File: config.mk
export PLATFORM = sky130hd
export DESIGN_NAME = arm_pipelined_cond_pipe_flat
export DESIGN_NICKNAME = d
export VERILOG_FILES = /design/src/rtl/arm_pipelined_cond_pipe_pkg.sv /design/src/rtl/arm_pipelined_cond_pipe_if.sv /design/src/rtl/arm_pipelined_cond_pipe_cond_check.sv /design/src/rtl/arm_pipelined_cond_pipe.sv /design/src/flat_wrapper.sv
export SDC_FILE = /design/constraint.sdc
export NUM_CORES = 1
export LEC_CHECK = 0
export ABC_AREA = 1
export CAP_MARGIN = 30
export CORE_MARGIN = 4
export CORE_UTILIZATION = 39
export DETAILED_ROUTE_END_ITERATION = 10
export GPL_ROUTABILITY_DRIVEN = 0
export PLACE_DENSITY = 0.72
export SLEW_MARGIN = 20
export SYNTH_ARGS = -nofsm -noshare
export SYNTH_HDL_FRONTEND = slang
export SYNTH_SLANG_ARGS = --single-unit
File: constraint.sdc
create_clock -name i_CLK -period 1.4 [get_ports i_CLK]
set_input_delay 0.28 -clock i_CLK [delete_from_list [all_inputs] [get_ports i_CLK]]
set_output_delay 0.28 -clock i_CLK [all_outputs]
set_load 0.01 [all_outputs]
File: src/rtl/arm_pipelined_cond_pipe_pkg.sv
// -----------------------------------------------------------------------------
// arm_pipelined_pkg
// Shared types and constants for the ARM pipelined conditional-execution pipe.
//   cond_t          : the sixteen ARM condition codes (instruction bits [31:28])
//   FLAG_N..FLAG_V  : bit positions of N, Z, C, V inside a 4-bit flags word
//   ctrl_execute_t  : control word held in the Decode/Execute register
// -----------------------------------------------------------------------------
package arm_pipelined_pkg;

    typedef enum logic [3:0] {
        COND_EQ = 4'b0000,
        COND_NE = 4'b0001,
        COND_CS = 4'b0010,
        COND_CC = 4'b0011,
        COND_MI = 4'b0100,
        COND_PL = 4'b0101,
        COND_VS = 4'b0110,
        COND_VC = 4'b0111,
        COND_HI = 4'b1000,
        COND_LS = 4'b1001,
        COND_GE = 4'b1010,
        COND_LT = 4'b1011,
        COND_GT = 4'b1100,
        COND_LE = 4'b1101,
        COND_AL = 4'b1110,
        COND_NV = 4'b1111
    } cond_t;

    localparam int FLAG_N = 3;
    localparam int FLAG_Z = 2;
    localparam int FLAG_C = 1;
    localparam int FLAG_V = 0;

    localparam logic [3:0] FLAGS_RESET = 4'b0000;

    typedef struct packed {
        logic       pc_source;
        logic       reg_write;
        logic       mem_write;
        logic       mem_to_reg;
        logic       alu_src;
        logic       no_write;
        logic       branch;
        logic [1:0] alu_control;
        logic [1:0] flag_write;
        cond_t      cond;
    } ctrl_execute_t;

    // An all-zero control word is a bubble: with no enables set the cond
    // field has no effect.
    localparam ctrl_execute_t CTRL_BUBBLE = ctrl_execute_t'(15'b000000000000000);

endpackage

File: src/rtl/arm_pipelined_cond_pipe_if.sv
// -----------------------------------------------------------------------------
// arm_pipelined_cond_pipe_if
// Bundles the decode-side control inputs and the stage-gated control outputs
// of arm_pipelined_cond_pipe.
//   master : control unit / datapath side (drives *_Decode, flush, ALU flags)
//   slave  : the conditional pipe itself
// -----------------------------------------------------------------------------
interface arm_pipelined_cond_pipe_if;

    // Decode-stage control word and Execute-stage feedback
    logic       i_PC_Source_Decode;
    logic       i_Reg_Write_Decode;
    logic       i_Mem_Write_Decode;
    logic       i_Mem_To_Reg_Decode;
    logic       i_ALU_Src_Decode;
    logic       i_No_Write_Decode;
    logic       i_Branch_Decode;
    logic [1:0] i_ALU_Control_Decode;
    logic [1:0] i_Flag_Write_Decode;
    logic [3:0] i_Cond_Decode;
    logic       i_Flush_Execute;
    logic [3:0] i_ALU_Flags;

    // Per-stage controls toward datapath and hazard unit
    logic [1:0] o_ALU_Control_Execute;
    logic       o_ALU_Src_Execute;
    logic       o_Mem_To_Reg_Execute;
    logic       o_Branch_Taken_Execute;
    logic       o_Reg_Write_Memory;
    logic       o_Mem_Write_Memory;
    logic       o_Reg_Write_Writeback;
    logic       o_Mem_To_Reg_Writeback;
    logic       o_PC_Source_Writeback;
    logic       o_PC_Source_Pending;
    logic [3:0] o_Flags;

    modport master (
        output i_PC_Source_Decode, i_Reg_Write_Decode, i_Mem_Write_Decode,
               i_Mem_To_Reg_Decode, i_ALU_Src_Decode, i_No_Write_Decode,
               i_Branch_Decode, i_ALU_Control_Decode, i_Flag_Write_Decode,
               i_Cond_Decode, i_Flush_Execute, i_ALU_Flags,
        input  o_ALU_Control_Execute, o_ALU_Src_Execute, o_Mem_To_Reg_Execute,
               o_Branch_Taken_Execute, o_Reg_Write_Memory, o_Mem_Write_Memory,
               o_Reg_Write_Writeback, o_Mem_To_Reg_Writeback,
               o_PC_Source_Writeback, o_PC_Source_Pending, o_Flags
    );

    modport slave (
        input  i_PC_Source_Decode, i_Reg_Write_Decode, i_Mem_Write_Decode,
               i_Mem_To_Reg_Decode, i_ALU_Src_Decode, i_No_Write_Decode,
               i_Branch_Decode, i_ALU_Control_Decode, i_Flag_Write_Decode,
               i_Cond_Decode, i_Flush_Execute, i_ALU_Flags,
        output o_ALU_Control_Execute, o_ALU_Src_Execute, o_Mem_To_Reg_Execute,
               o_Branch_Taken_Execute, o_Reg_Write_Memory, o_Mem_Write_Memory,
               o_Reg_Write_Writeback, o_Mem_To_Reg_Writeback,
               o_PC_Source_Writeback, o_PC_Source_Pending, o_Flags
    );

endinterface

File: src/rtl/arm_pipelined_cond_pipe_cond_check.sv
// -----------------------------------------------------------------------------
// arm_pipelined_cond_check
// Purely combinational condition evaluator for the Execute stage.
//   cond       in  4  condition field of the instruction in Execute
//   flags      in  4  architectural {N,Z,C,V} before this instruction
//   flag_write in  2  bit1: N,Z update requested; bit0: C,V update requested
//   cond_ex    out 1  instruction passes its condition
//   flag_en    out 2  flag_write qualified by cond_ex
// -----------------------------------------------------------------------------
module arm_pipelined_cond_check
    import arm_pipelined_pkg::*;
(
    input  cond_t      cond,
    input  logic [3:0] flags,
    input  logic [1:0] flag_write,
    output logic       cond_ex,
    output logic [1:0] flag_en
);

    logic n_s;
    logic z_s;
    logic c_s;
    logic v_s;
    logic cond_ex_s;

    assign n_s = flags[FLAG_N];
    assign z_s = flags[FLAG_Z];
    assign c_s = flags[FLAG_C];
    assign v_s = flags[FLAG_V];

    // Evaluate the condition code against the current flags.
    always_comb begin
        cond_ex_s = 1'b0;
        case (cond)
            COND_EQ: cond_ex_s = z_s;
            COND_NE: cond_ex_s = ~z_s;
            COND_CS: cond_ex_s = c_s;
            COND_CC: cond_ex_s = ~c_s;
            COND_MI: cond_ex_s = n_s;
            COND_PL: cond_ex_s = ~n_s;
            COND_VS: cond_ex_s = v_s;
            COND_VC: cond_ex_s = ~v_s;
            COND_HI: cond_ex_s = c_s & ~z_s;
            COND_LS: cond_ex_s = ~c_s | z_s;
            COND_GE: cond_ex_s = ~(n_s ^ v_s);
            COND_LT: cond_ex_s = n_s ^ v_s;
            COND_GT: cond_ex_s = ~z_s & ~(n_s ^ v_s);
            COND_LE: cond_ex_s = z_s | (n_s ^ v_s);
            COND_AL: cond_ex_s = 1'b1;
            COND_NV: cond_ex_s = 1'b0;
            default: cond_ex_s = 1'b0;
        endcase
    end

    assign cond_ex = cond_ex_s;
    assign flag_en = flag_write & {2{cond_ex_s}};

endmodule

File: src/rtl/arm_pipelined_cond_pipe.sv
// -----------------------------------------------------------------------------
// arm_pipelined_cond_pipe
// Carries the decode control word through the D/E, E/M and M/W registers,
// applies conditional execution in Execute and owns the NZCV flags register.
//   i_CLK    in  1  clock, rising edge
//   i_RESET  in  1  synchronous active-high reset (overrides flush and data)
//   bus      slave modport of arm_pipelined_cond_pipe_if:
//            *_Decode control word, i_Flush_Execute, i_ALU_Flags in;
//            Execute/Memory/Writeback controls, o_PC_Source_Pending and
//            o_Flags out.
// o_Branch_Taken_Execute and o_PC_Source_Pending are combinational from
// registered state (plus PCSrc_D for the pending term); all other outputs
// come straight from registers.
// -----------------------------------------------------------------------------
module arm_pipelined_cond_pipe
    import arm_pipelined_pkg::*;
(
    input  logic                     i_CLK,
    input  logic                     i_RESET,
    arm_pipelined_cond_pipe_if.slave bus
);

    ctrl_execute_t ctrl_d_s;
    ctrl_execute_t ctrl_e_r;

    logic [3:0] flags_r;
    logic [3:0] flags_next_s;

    logic       cond_ex_s;
    logic [1:0] flag_en_s;

    logic pc_source_g_s;
    logic reg_write_g_s;
    logic mem_write_g_s;
    logic branch_taken_s;

    logic reg_write_m_r;
    logic mem_write_m_r;
    logic mem_to_reg_m_r;
    logic pc_source_m_r;

    logic reg_write_w_r;
    logic mem_to_reg_w_r;
    logic pc_source_w_r;

    // Build the next D/E word: a bubble when Execute is flushed.
    always_comb begin
        ctrl_d_s = CTRL_BUBBLE;
        if (bus.i_Flush_Execute) begin
            ctrl_d_s = CTRL_BUBBLE;
        end else begin
            ctrl_d_s.pc_source   = bus.i_PC_Source_Decode;
            ctrl_d_s.reg_write   = bus.i_Reg_Write_Decode;
            ctrl_d_s.mem_write   = bus.i_Mem_Write_Decode;
            ctrl_d_s.mem_to_reg  = bus.i_Mem_To_Reg_Decode;
            ctrl_d_s.alu_src     = bus.i_ALU_Src_Decode;
            ctrl_d_s.no_write    = bus.i_No_Write_Decode;
            ctrl_d_s.branch      = bus.i_Branch_Decode;
            ctrl_d_s.alu_control = bus.i_ALU_Control_Decode;
            ctrl_d_s.flag_write  = bus.i_Flag_Write_Decode;
            ctrl_d_s.cond        = cond_t'(bus.i_Cond_Decode);
        end
    end

    arm_pipelined_cond_check u_cond_check (
        .cond       (ctrl_e_r.cond),
        .flags      (flags_r),
        .flag_write (ctrl_e_r.flag_write),
        .cond_ex    (cond_ex_s),
        .flag_en    (flag_en_s)
    );

    // Gate every side-effecting Execute control with the condition result.
    always_comb begin
        pc_source_g_s  = ctrl_e_r.pc_source & cond_ex_s;
        reg_write_g_s  = ctrl_e_r.reg_write & cond_ex_s & ~ctrl_e_r.no_write;
        mem_write_g_s  = ctrl_e_r.mem_write & cond_ex_s;
        branch_taken_s = ctrl_e_r.branch & cond_ex_s;
    end

    // Merge ALU flags into the architectural flags, N/Z and C/V independently.
    always_comb begin
        flags_next_s = flags_r;
        if (flag_en_s[1]) begin
            flags_next_s[FLAG_N:FLAG_Z] = bus.i_ALU_Flags[FLAG_N:FLAG_Z];
        end else begin
            flags_next_s[FLAG_N:FLAG_Z] = flags_r[FLAG_N:FLAG_Z];
        end
        if (flag_en_s[0]) begin
            flags_next_s[FLAG_C:FLAG_V] = bus.i_ALU_Flags[FLAG_C:FLAG_V];
        end else begin
            flags_next_s[FLAG_C:FLAG_V] = flags_r[FLAG_C:FLAG_V];
        end
    end

    // Architectural flags register.
    always_ff @(posedge i_CLK) begin
        if (i_RESET) begin
            flags_r <= FLAGS_RESET;
        end else begin
            flags_r <= flags_next_s;
        end
    end

    // D/E, E/M and M/W pipeline registers.
    always_ff @(posedge i_CLK) begin
        if (i_RESET) begin
            ctrl_e_r       <= CTRL_BUBBLE;
            reg_write_m_r  <= 1'b0;
            mem_write_m_r  <= 1'b0;
            mem_to_reg_m_r <= 1'b0;
            pc_source_m_r  <= 1'b0;
            reg_write_w_r  <= 1'b0;
            mem_to_reg_w_r <= 1'b0;
            pc_source_w_r  <= 1'b0;
        end else begin
            ctrl_e_r       <= ctrl_d_s;
            reg_write_m_r  <= reg_write_g_s;
            mem_write_m_r  <= mem_write_g_s;
            mem_to_reg_m_r <= ctrl_e_r.mem_to_reg;
            pc_source_m_r  <= pc_source_g_s;
            reg_write_w_r  <= reg_write_m_r;
            mem_to_reg_w_r <= mem_to_reg_m_r;
            pc_source_w_r  <= pc_source_m_r;
        end
    end

    assign bus.o_ALU_Control_Execute  = ctrl_e_r.alu_control;
    assign bus.o_ALU_Src_Execute      = ctrl_e_r.alu_src;
    assign bus.o_Mem_To_Reg_Execute   = ctrl_e_r.mem_to_reg;
    assign bus.o_Branch_Taken_Execute = branch_taken_s;
    assign bus.o_Reg_Write_Memory     = reg_write_m_r;
    assign bus.o_Mem_Write_Memory     = mem_write_m_r;
    assign bus.o_Reg_Write_Writeback  = reg_write_w_r;
    assign bus.o_Mem_To_Reg_Writeback = mem_to_reg_w_r;
    assign bus.o_PC_Source_Writeback  = pc_source_w_r;
    // Ungated on purpose: fetch stalls on any in-flight PC write, taken or not.
    assign bus.o_PC_Source_Pending    = bus.i_PC_Source_Decode | ctrl_e_r.pc_source
                                        | pc_source_m_r;
    assign bus.o_Flags                = flags_r;

endmodule

File: src/flat_wrapper.sv
// flat-port wrapper written by rule: the top's interface ports become plain ports
module arm_pipelined_cond_pipe_flat import arm_pipelined_pkg::*;
  (i_CLK, i_RESET, bus_i_PC_Source_Decode, bus_i_Reg_Write_Decode, bus_i_Mem_Write_Decode, bus_i_Mem_To_Reg_Decode, bus_i_ALU_Src_Decode, bus_i_No_Write_Decode, bus_i_Branch_Decode, bus_i_ALU_Control_Decode, bus_i_Flag_Write_Decode, bus_i_Cond_Decode, bus_i_Flush_Execute, bus_i_ALU_Flags, bus_o_ALU_Control_Execute, bus_o_ALU_Src_Execute, bus_o_Mem_To_Reg_Execute, bus_o_Branch_Taken_Execute, bus_o_Reg_Write_Memory, bus_o_Mem_Write_Memory, bus_o_Reg_Write_Writeback, bus_o_Mem_To_Reg_Writeback, bus_o_PC_Source_Writeback, bus_o_PC_Source_Pending, bus_o_Flags);
  arm_pipelined_cond_pipe_if bus_i ();
  input  logic i_CLK;
  input  logic i_RESET;
  input wire logic [$bits(bus_i.i_PC_Source_Decode)-1:0] bus_i_PC_Source_Decode;
  input wire logic [$bits(bus_i.i_Reg_Write_Decode)-1:0] bus_i_Reg_Write_Decode;
  input wire logic [$bits(bus_i.i_Mem_Write_Decode)-1:0] bus_i_Mem_Write_Decode;
  input wire logic [$bits(bus_i.i_Mem_To_Reg_Decode)-1:0] bus_i_Mem_To_Reg_Decode;
  input wire logic [$bits(bus_i.i_ALU_Src_Decode)-1:0] bus_i_ALU_Src_Decode;
  input wire logic [$bits(bus_i.i_No_Write_Decode)-1:0] bus_i_No_Write_Decode;
  input wire logic [$bits(bus_i.i_Branch_Decode)-1:0] bus_i_Branch_Decode;
  input wire logic [$bits(bus_i.i_ALU_Control_Decode)-1:0] bus_i_ALU_Control_Decode;
  input wire logic [$bits(bus_i.i_Flag_Write_Decode)-1:0] bus_i_Flag_Write_Decode;
  input wire logic [$bits(bus_i.i_Cond_Decode)-1:0] bus_i_Cond_Decode;
  input wire logic [$bits(bus_i.i_Flush_Execute)-1:0] bus_i_Flush_Execute;
  input wire logic [$bits(bus_i.i_ALU_Flags)-1:0] bus_i_ALU_Flags;
  output wire logic [$bits(bus_i.o_ALU_Control_Execute)-1:0] bus_o_ALU_Control_Execute;
  output wire logic [$bits(bus_i.o_ALU_Src_Execute)-1:0] bus_o_ALU_Src_Execute;
  output wire logic [$bits(bus_i.o_Mem_To_Reg_Execute)-1:0] bus_o_Mem_To_Reg_Execute;
  output wire logic [$bits(bus_i.o_Branch_Taken_Execute)-1:0] bus_o_Branch_Taken_Execute;
  output wire logic [$bits(bus_i.o_Reg_Write_Memory)-1:0] bus_o_Reg_Write_Memory;
  output wire logic [$bits(bus_i.o_Mem_Write_Memory)-1:0] bus_o_Mem_Write_Memory;
  output wire logic [$bits(bus_i.o_Reg_Write_Writeback)-1:0] bus_o_Reg_Write_Writeback;
  output wire logic [$bits(bus_i.o_Mem_To_Reg_Writeback)-1:0] bus_o_Mem_To_Reg_Writeback;
  output wire logic [$bits(bus_i.o_PC_Source_Writeback)-1:0] bus_o_PC_Source_Writeback;
  output wire logic [$bits(bus_i.o_PC_Source_Pending)-1:0] bus_o_PC_Source_Pending;
  output wire logic [$bits(bus_i.o_Flags)-1:0] bus_o_Flags;
  assign bus_i.i_PC_Source_Decode = bus_i_PC_Source_Decode;
  assign bus_i.i_Reg_Write_Decode = bus_i_Reg_Write_Decode;
  assign bus_i.i_Mem_Write_Decode = bus_i_Mem_Write_Decode;
  assign bus_i.i_Mem_To_Reg_Decode = bus_i_Mem_To_Reg_Decode;
  assign bus_i.i_ALU_Src_Decode = bus_i_ALU_Src_Decode;
  assign bus_i.i_No_Write_Decode = bus_i_No_Write_Decode;
  assign bus_i.i_Branch_Decode = bus_i_Branch_Decode;
  assign bus_i.i_ALU_Control_Decode = bus_i_ALU_Control_Decode;
  assign bus_i.i_Flag_Write_Decode = bus_i_Flag_Write_Decode;
  assign bus_i.i_Cond_Decode = bus_i_Cond_Decode;
  assign bus_i.i_Flush_Execute = bus_i_Flush_Execute;
  assign bus_i.i_ALU_Flags = bus_i_ALU_Flags;
  assign bus_o_ALU_Control_Execute = bus_i.o_ALU_Control_Execute;
  assign bus_o_ALU_Src_Execute = bus_i.o_ALU_Src_Execute;
  assign bus_o_Mem_To_Reg_Execute = bus_i.o_Mem_To_Reg_Execute;
  assign bus_o_Branch_Taken_Execute = bus_i.o_Branch_Taken_Execute;
  assign bus_o_Reg_Write_Memory = bus_i.o_Reg_Write_Memory;
  assign bus_o_Mem_Write_Memory = bus_i.o_Mem_Write_Memory;
  assign bus_o_Reg_Write_Writeback = bus_i.o_Reg_Write_Writeback;
  assign bus_o_Mem_To_Reg_Writeback = bus_i.o_Mem_To_Reg_Writeback;
  assign bus_o_PC_Source_Writeback = bus_i.o_PC_Source_Writeback;
  assign bus_o_PC_Source_Pending = bus_i.o_PC_Source_Pending;
  assign bus_o_Flags = bus_i.o_Flags;
  arm_pipelined_cond_pipe u_core (.i_CLK(i_CLK), .i_RESET(i_RESET), .bus(bus_i));
endmodule
==> impl_table.tex, run 1 <==
\begin{tabular}{lr}
\hline
Metric & Value \\
\hline
\multicolumn{2}{l}{\textbf{Place}} \\
\quad Number of buffers added on ports & 36 \\
\quad Post-detailed-placement half-perimeter wirelength & roughly 2000 um \\
\multicolumn{2}{l}{\textbf{Die}} \\
\quad Initial Util & 0.423 \\
\quad Total die area & between 3000 and 4000 sq um \\
\quad Number of top-level pins & 37 \\
\quad Core outline area & around 2500 sq um \\
\quad Die Span X & about 61 um \\
\quad Placement row count & 18 \\
\quad Die H & just over 60 um \\
\multicolumn{2}{l}{\textbf{Power and ir drop}} \\
\quad P\_sw & 365 uW \\
\quad Switch share & 0.254 \\
\quad Reg power frac & 0.542 \\
\quad Internal power consumption & approximately 1.1 mW \\
\quad Leakage & roughly 0.85 nW \\
\quad Power per standard cell area & a little under 900 nW/um\^{}2 \\
\quad Worst vdd ir & about 0.78 mV \\
\quad Comb power frac & 0.195 \\
\quad Clock group share of total power & 0.262 \\
\multicolumn{2}{l}{\textbf{Route}} \\
\quad Met1 wire length & a little under 1000 um \\
\quad Total iterations of the first detailed-routing run & 4 \\
\quad Routed met3 length & approximately 170 um \\
\quad Residual DRC & 0 \\
\quad Per-cell via count in the routed design & roughly 4.5 \\
\quad Total Wirelength & 2590 um \\
\quad Remaining antenna violation count & 0 \\
\quad Detailed Route Iter0 Violations & 22 \\
\quad Via count & $\sim$1100 \\
\quad Mean routed wirelength per cell & 11.0 um \\
\quad Top Metal Used & met4 \\
\quad Met2 wire length & 1340 um \\
\multicolumn{2}{l}{\textbf{Clock tree}} \\
\quad Longest Clk Path Bufs & 2 \\
\quad CTS tree & done \\
\quad Worst-Skew Late Latency & 320 ps \\
\quad Number of CTS-inserted buffers & 3 \\
\quad Clock-pin slew of the registers on the worst-case setup and hold paths & around 140 ps \\
\quad H-tree Lvls & 1 \\
\quad Number of buffers added to fix hold violations after cts & 0 \\
\quad Root Driver & clkbuf\_4 \\
\quad Num Clock Sinks & 26 \\
\multicolumn{2}{l}{\textbf{Global routing}} \\
\quad Number of global-route vias before repair & about 1100 \\
\quad Overflow left after global routing & 0 \\
\quad Initial antenna violation count & 0 \\
\quad Global-route wire length before repair & 4320 um \\
\quad Pin count of the biggest net entering global routing & 16 \\
\quad GR Util All Layers & 0.159 \\
\multicolumn{2}{l}{\textbf{Synth}} \\
\quad Number of standard cells after synthesis & between 150 and 200 \\
\quad Post-synthesis cell area & about 1100 sq um \\
\quad Distinct cell type count after synthesis & 19 \\
\quad Syn\_area\_per\_cell & about 7.0 sq um \\
\quad Part of the Yosys area used for sequential elements & 0.484 \\
\quad Total of flip-flops plus latches after synthesis & 26 \\
\quad Synthesized net count & $\sim$180 \\
\quad Ys Warns & 0 \\
\multicolumn{2}{l}{\textbf{STA}} \\
\quad Final setup violation count & 8 \\
\quad Post-layout worst setup margin & -487 ps \\
\quad Pins Over Slew Limit & 0 \\
\quad Sum Neg Setup Slack & -1510 ps \\
\quad Final Hold Viols & 0 \\
\quad Slew @ Worst Pin & between 200 and 300 ps \\
\quad Max Clock Freq & $\sim$530 MHz \\
\quad Final critical delay including setup and external delays & 1890 ps \\
\quad Max Clock Skew & 8.21 ps \\
\quad Max\_slew headroom & 0.812 \\
\quad Fin crit share & 1.35 \\
\quad Unrepaired setup endpoints after global routing & yes \\
\multicolumn{2}{l}{\textbf{Finish}} \\
\quad Fraction of final layout cells sized beyond drive strength 1 & 0.229 \\
\quad Finished Core Util & 0.651 \\
\quad Antenna Cells & 0 \\
\quad Final nets & about 230 \\
\quad Area growth, synth to finish & 54.1\% \\
\multicolumn{2}{l}{\textbf{Outcome}} \\
\quad Violated checks & negative setup slack \\
\quad Run status & finished, violations left \\
\multicolumn{2}{l}{\textbf{Worst setup path}} \\
\quad Critical setup path kind & reg2out \\
\quad Endpoint required time on the critical path & between 1000 and 1500 ps \\
\quad Worst setup path startpoint & u\_core.ctrl\_e\_r[0] \\
\quad Arrival @ worst endpoint & 1610 ps \\
\quad Worst Setup End Kind & output pin \\
\quad Worst reg2reg path depth & 15 \\
\quad Critical R2R Launch & u\_core.ctrl\_e\_r[0] \\
\quad Register-to-Register Setup Slack & -200 ps \\
\quad Peak fanout along the critical path & 5 \\
\quad Critical Path Source Type & register \\
\multicolumn{2}{l}{\textbf{Worst hold path}} \\
\quad Worst Hold Path Cells & 1 \\
\quad Kind of path behind the tightest hold check & reg2reg \\
\quad Start point of the worst hold path & u\_core.ctrl\_e\_r[9] \\
\multicolumn{2}{l}{\textbf{Run}} \\
\quad Max Cap Violations & 0 \\
\hline
\end{tabular}
==> layout by cell type, fill, tap and decap left out, types with 3 or more instances in the layout <==
master / count
nand4_1: 4
inv_1: 34
buf_6: 3
clkdlybuf4s50_1: 21
dfxtp_4: 5
dfxtp_1: 20
dlygate4sd2_1: 11
nand2_1: 29
nor2_1: 29
nand2_2: 3
buf_4: 14
clkbuf_4: 3
nand3_1: 5
==> sequential cells by signal, indices dropped and copies added (netlist names) <==
register,flops
u_core.ctrl_e_r,11
u_core.bus.o_Flags,4
u_core.bus.o_ALU_Control_Execute,2
u_core.bus.o_ALU_Src_Execute,1
u_core.bus.o_Mem_To_Reg_Execute,1
u_core.bus.o_Mem_To_Reg_Writeback,1
u_core.bus.o_Mem_Write_Memory,1
u_core.bus.o_PC_Source_Writeback,1
u_core.bus.o_Reg_Write_Memory,1
u_core.bus.o_Reg_Write_Writeback,1
u_core.mem_to_reg_m_r,1
u_core.pc_source_m_r,1
==> worst paths after layout <==
path	endpoint
min	u_core.bus.o_Reg_Write_Memory
max	bus_o_Branch_Taken_Execute
max reg2reg	u_core.bus.o_Flags[3]
min reg2reg	u_core.bus.o_Reg_Write_Memory
==> worst max-delay path, cell delays in order, from the launching register on <==
cell and delay, ps:
dfxtp_4 420, inv_4 50, nand2_1 80, nand3_1 100, nand2_1 80, nand2_1 50
nand2_1 70, nand3_2 80, nand2_2 80, nand2_4 60, nand2_4 60, nor2_4 30
buf_6 110
==> layer usage <==
layer,vias up,global-route usage
met5,-,0
met4,0,0.0867
met3,11,0.0426
met2,34,0.293
met1,463,0.163
li1,550,-
==> layout make-up <==
class                   count  area [sq um]
inverters                  38           148
repair buffers             52           465
multi-input cells          85           430
clock buffers               4          36.3
flip-flops and latches     26           541
well taps                  30          37.5
fillers                   232           887
==> cell usage after synthesis <==
| cell | instances | area share |
|---|---|---|
| inv_1 | 34 | 0.12 |
| nand2_1 | 31 | 0.11 |
| nor2_1 | 30 | 0.10 |
| dfxtp_1 | 26 | 0.48 |
| nand3_1 | 5 | 0.023 |
| inv_2 | 4 | 0.014 |
| nand4_1 | 4 | 0.023 |
| nand3_2 | 3 | 0.028 |
| buf_4 | 2 | 0.014 |
| clkbuf_1 | 2 | 0.0070 |
| nand2_2 | 2 | 0.012 |
| nor3_2 | 2 | 0.019 |
| o21ai_1 | 2 | 0.0093 |
| a21oi_1 | 1 | 0.0046 |
| nand2_4 | 1 | 0.010 |
| nor3_1 | 1 | 0.0046 |
| o21ai_0 | 1 | 0.0046 |
| or2_1 | 1 | 0.0058 |
| or2_2 | 1 | 0.0058 |
==> power by group through the flow <==
| stage | clock, mW | sequential (mW) | combinational (mW) |
|---|---|---|---|
| 2_1_floorplan | 0 | 0.798 | 0.119 |
| 3_3_place_gp | 0 | 0.796 | 0.251 |
| 3_5_place_dp | 0 | 0.797 | 0.258 |
| 4_1_cts | 0.391 | 0.781 | 0.276 |
| 5_1_grt | 0.408 | 0.783 | 0.311 |
| 6_report | 0.377 | 0.779 | 0.280 |
==> per-stage QoR <==
step	total power [mW]	cells	hold slack (ps)	setup slack [ps]	cell area [sq um]
2_1_floorplan	0.917	153	350	18.3	1100
3_3_place_gp	1.05	226	395	-497	1560
3_5_place_dp	1.06	226	402	-568	1560
4_1_cts	1.45	235	413	-480	1640
5_1_grt	1.50	235	425	-581	1660
6_report	1.44	235	410	-487	1660
==> cells by family (layout without fill, tap and decap cells) <==
logic type / after synthesis / after routing / share of synthesized area
simple gates: 81 / 81 / 0.344
flops: 26 / 26 / 0.484
compound gates: 4 / 4 / 0.0186
buf+inv: 42 / 94 / 0.153
==> repair_timing <==
item	in CTS	in global routing
resized for setup	32	13
endpoints found under the hold margin	0	0
buffers inserted	5	3
pin swaps	2	7
endpoints found under the setup margin	20	11
(Power assumes the default switching activity.)
==> inputs of run 2 (changes only) <==
Settings changed: ABC_AREA 1 to default, CTS_CLUSTER_SIZE from default to 24, PLACE_DENSITY 0.72 to 0.73.
==> impl_table.tex, run 2 <==
\begin{tabular}{lr}
\hline
Metric & Value \\
\hline
\multicolumn{2}{l}{\textbf{Synth}} \\
\quad Biggest area contributors in the synthesized netlist & dfxtp\_1, and2\_1, mux2i\_1 (was dfxtp\_1, inv\_1, nand2\_1) \\
\quad Part of the Yosys area used for sequential elements & 0.509 (was 0.484) \\
\quad Dominant cell type by area after synthesis & dfxtp\_1 (unchanged) \\
\quad Dominant cell by count in the synthesized netlist & dfxtp\_1 (was inv\_1) \\
\quad Ys Warns & 0 (unchanged) \\
\quad Number of synthesized flops with an enable pin & 0 (unchanged) \\
\quad Total of flip-flops plus latches after synthesis & 26 (unchanged) \\
\quad Top FF cell, synth & dfxtp\_1 (unchanged) \\
\quad Distinct cell type count after synthesis & 29 (was 19) \\
\quad Async set-reset flop share out of synthesis & 0 (unchanged) \\
\quad Most frequent cells after synthesis & dfxtp\_1, and2\_1, nand2b\_1 (was inv\_1, nand2\_1, nor2\_1) \\
\quad Syn\_area\_per\_cell & 10.8 sq um (was 7.03 sq um) \\
\quad Number of standard cells after synthesis & 95 (was 153) \\
\quad Area fraction of the dominant cell type after synthesis & 0.509 (was 0.484) \\
\quad Synthesized net count & 117 (was 175) \\
\quad Post-synthesis cell area & 1020 sq um (was 1080 sq um) \\
\multicolumn{2}{l}{\textbf{STA}} \\
\quad Sum Neg Setup Slack & -3340 ps (was -1510 ps) \\
\quad Final setup violation count & 10 (was 8) \\
\quad Unrepaired setup endpoints after global routing & yes (unchanged) \\
\quad Final Hold Viols & 0 (unchanged) \\
\quad Fin crit share & 1.53 (was 1.35) \\
\quad Final critical delay including setup and external delays & 2140 ps (was 1890 ps) \\
\quad Post-layout worst setup margin & -737 ps (was -487 ps) \\
\quad Max Clock Freq & 468 MHz (was 530 MHz) \\
\quad Slew @ Worst Pin & 724 ps (was 282 ps) \\
\quad Pins Over Slew Limit & 0 (unchanged) \\
\quad Max Clock Skew & 5.43 ps (was 8.21 ps) \\
\quad Max\_slew headroom & 0.515 (was 0.812) \\
\multicolumn{2}{l}{\textbf{Route}} \\
\quad Remaining antenna violation count & 0 (unchanged) \\
\quad Total Wirelength & 2450 um (was 2590 um) \\
\quad Total iterations of the first detailed-routing run & 4 (unchanged) \\
\quad Residual DRC & 0 (unchanged) \\
\quad Per-cell via count in the routed design & 4.81 (was 4.50) \\
\quad Mean routed wirelength per cell & 14.0 um (was 11.0 um) \\
\quad Detailed Route Iter0 Violations & 9 (was 22) \\
\quad Via count & 841 (was 1058) \\
\multicolumn{2}{l}{\textbf{Clock tree}} \\
\quad CTS tree & done (unchanged) \\
\quad Worst-Skew Late Latency & 320 ps (about the same) \\
\quad H-tree Lvls & 1 (unchanged) \\
\quad Num Clock Sinks & 26 (unchanged) \\
\quad Clock-pin slew of the registers on the worst-case setup and hold paths & 130 ps (was 140 ps) \\
\quad Number of buffers added to fix hold violations after cts & 0 (unchanged) \\
\quad Number of CTS-inserted buffers & 3 (unchanged) \\
\quad Root Driver & clkbuf\_4 (unchanged) \\
\quad Longest Clk Path Bufs & 2 (unchanged) \\
\multicolumn{2}{l}{\textbf{Worst setup path}} \\
\quad Endpoint required time on the critical path & 1120 ps (about the same) \\
\quad Critical R2R Launch & u\_core.ctrl\_e\_r[2] (was u\_core.ctrl\_e\_r[0]) \\
\quad Critical setup path kind & reg2out (unchanged) \\
\quad Critical Path Source Type & register (unchanged) \\
\quad Worst Setup End Kind & output pin (unchanged) \\
\quad Peak fanout along the critical path & 2 (was 5) \\
\quad Arrival @ worst endpoint & 1860 ps (was 1610 ps) \\
\quad Worst setup path startpoint & u\_core.bus.o\_Flags[2] (was u\_core.ctrl\_e\_r[0]) \\
\multicolumn{2}{l}{\textbf{Die}} \\
\quad Die Span X & 59.2 um (was 60.5 um) \\
\quad Placement row count & 18 (unchanged) \\
\quad Core outline area & 2500 sq um (was 2540 sq um) \\
\quad Die H & 59.2 um (was 60.5 um) \\
\quad Initial Util & 0.409 (was 0.423) \\
\quad Total die area & 3510 sq um (was 3660 sq um) \\
\quad Number of top-level pins & 37 (unchanged) \\
\multicolumn{2}{l}{\textbf{Power and ir drop}} \\
\quad Worst vdd ir & 0.803 mV (was 0.776 mV) \\
\quad Leakage & 0.700 nW (was 0.853 nW) \\
\quad Power per standard cell area & 788 nW/um\^{}2 (was 866 nW/um\^{}2) \\
\multicolumn{2}{l}{\textbf{Finish}} \\
\quad Most used cells in the layout excluding fill and tap cells & clkdlybuf4s50\_1, dfxtp\_1, and2\_1, buf\_4, dlygate4sd2\_1 (was inv\_1, nand2\_1, nor2\_1, clkdlybuf4s50\_1, dfxtp\_1) \\
\quad Fillers & 208 (was 232) \\
\quad Antenna Cells & 0 (unchanged) \\
\quad Area growth, synth to finish & 61.1\% (was 54.1\%) \\
\quad Area used by multi-input combinational logic & 573 sq um (was 430 sq um) \\
\quad Reg with most FFs & u\_core.ctrl\_e\_r (unchanged) \\
\quad Final nets & 169 (was 228) \\
\quad Max FFs per register & 11 (unchanged) \\
\quad Fraction of final layout cells sized beyond drive strength 1 & 0.297 (was 0.229) \\
\quad Register Area & 527 sq um (was 541 sq um) \\
\multicolumn{2}{l}{\textbf{Global routing}} \\
\quad Overflow left after global routing & 0 (unchanged) \\
\quad Pin count of the biggest net entering global routing & 16 (unchanged) \\
\quad Number of global-route vias before repair & 900 (was 1059) \\
\quad Global-route wire length before repair & 3950 um (was 4320 um) \\
\quad GR Util All Layers & 0.156 (was 0.159) \\
\quad Initial antenna violation count & 0 (unchanged) \\
\multicolumn{2}{l}{\textbf{Place}} \\
\quad Worst slack, placed & -818 ps (was -568 ps) \\
\quad Number of buffers added on ports & 36 (unchanged) \\
\quad Post-detailed-placement half-perimeter wirelength & 1810 um (was 1980 um) \\
\multicolumn{2}{l}{\textbf{Outcome}} \\
\quad Run status & finished, violations left (unchanged) \\
\quad Violated checks & negative setup slack (unchanged) \\
\multicolumn{2}{l}{\textbf{Worst hold path}} \\
\quad Kind of path behind the tightest hold check & in2reg (was reg2reg) \\
\quad Start point of the worst hold path & bus\_i\_PC\_Source\_Decode (was u\_core.ctrl\_e\_r[9]) \\
\multicolumn{2}{l}{\textbf{Run}} \\
\quad Max Cap Violations & 0 (unchanged) \\
\hline
\end{tabular}
## run 2: cell count changes after synthesis, sizes merged, moves of 3 or more
cell,previous run,this run
nand2,34,1
o21ai,3,0
nor2b,0,4
and2,0,15
nand4,4,0
nand3,8,2
nand2b,0,9
inv,38,2
nor2,30,4
mux2i,0,8
nor3b,0,4
buf,2,5
## run 2: worst paths after layout
check	end	slack, ps	cells past startpoint
worst max-delay path	bus_o_Branch_Taken_Execute	-740	6
worst min-delay path	u_core.ctrl_e_r[14]	210	2
worst max register to register	u_core.bus.o_Flags[2]	-390	8
worst min register to register	u_core.bus.o_Reg_Write_Memory	460	1
## run 2: metrics by stage
stage	hold slack, ps	power (mW)	std cells	utilization	cell area (sq um)
finish	205	1.30	175	0.660	1650
global placement	419	0.983	172	0.607	1520
detailed placement	435	0.990	172	0.607	1520
CTS	459	1.29	175	0.638	1590
global route	222	1.36	175	0.660	1650
floorplan	402	0.869	95	-	1030
## run 2: metal layers
layer / part of all wire / global-route usage / up-vias
met5: 0 / 0 / -
met4: 0.042 / 0.113 / 0
met3: 0.063 / 0.0349 / 10
met2: 0.55 / 0.281 / 32
met1: 0.35 / 0.153 / 386
li1: - / - / 413
## run 2: worst max-delay path: stages, from the launching register on
cell	delay (ps)
dfxtp_2	340
or4b_4	540
a31oi_4	220
nor4_4	60
nand3b_4	180
nor2_4	90
buf_6	100
## run 2: cells by family after synthesis
| group | Yosys count | share of synthesized area |
|---|---|---|
| buffers and inverters | 8 | 0.0452 |
| AOI/OAI and AO/OA | 3 | 0.0196 |
| DFF | 26 | 0.509 |
| xor gates and xnor gates | 2 | 0.0171 |
| and+or+nand+nor | 48 | 0.331 |
| muxes | 8 | 0.0782 |
## run 2: area by class of cell
type,count,share of cell area
clock buffer,3,0.0137
inverter,2,0.00455
multi-input combinational,61,0.347
sequential,26,0.319
tap,30,0.0228
timing repair buffer,53,0.292
## run 2: repair_timing
item                       4_1_cts  5_1_grt
setup endpoints to repair       22       12
buffers inserted                 0        1
gates resized for setup         37       13
pin swaps                        6        3
## run 2: where the power goes
group	switching, mW	total [mW]	leakage, nW	internal, mW
registers	0.0135	0.776	0.214	0.763
clock network	0.208	0.308	0.0138	0.101
logic	0.0822	0.215	0.472	0.133
==> inputs of run 3 (changes only) <==
Settings changed: SLEW_MARGIN 20 to 10.
==> results of run 3 <==
Final layout, timing and power as in run 2 (identical DEF).
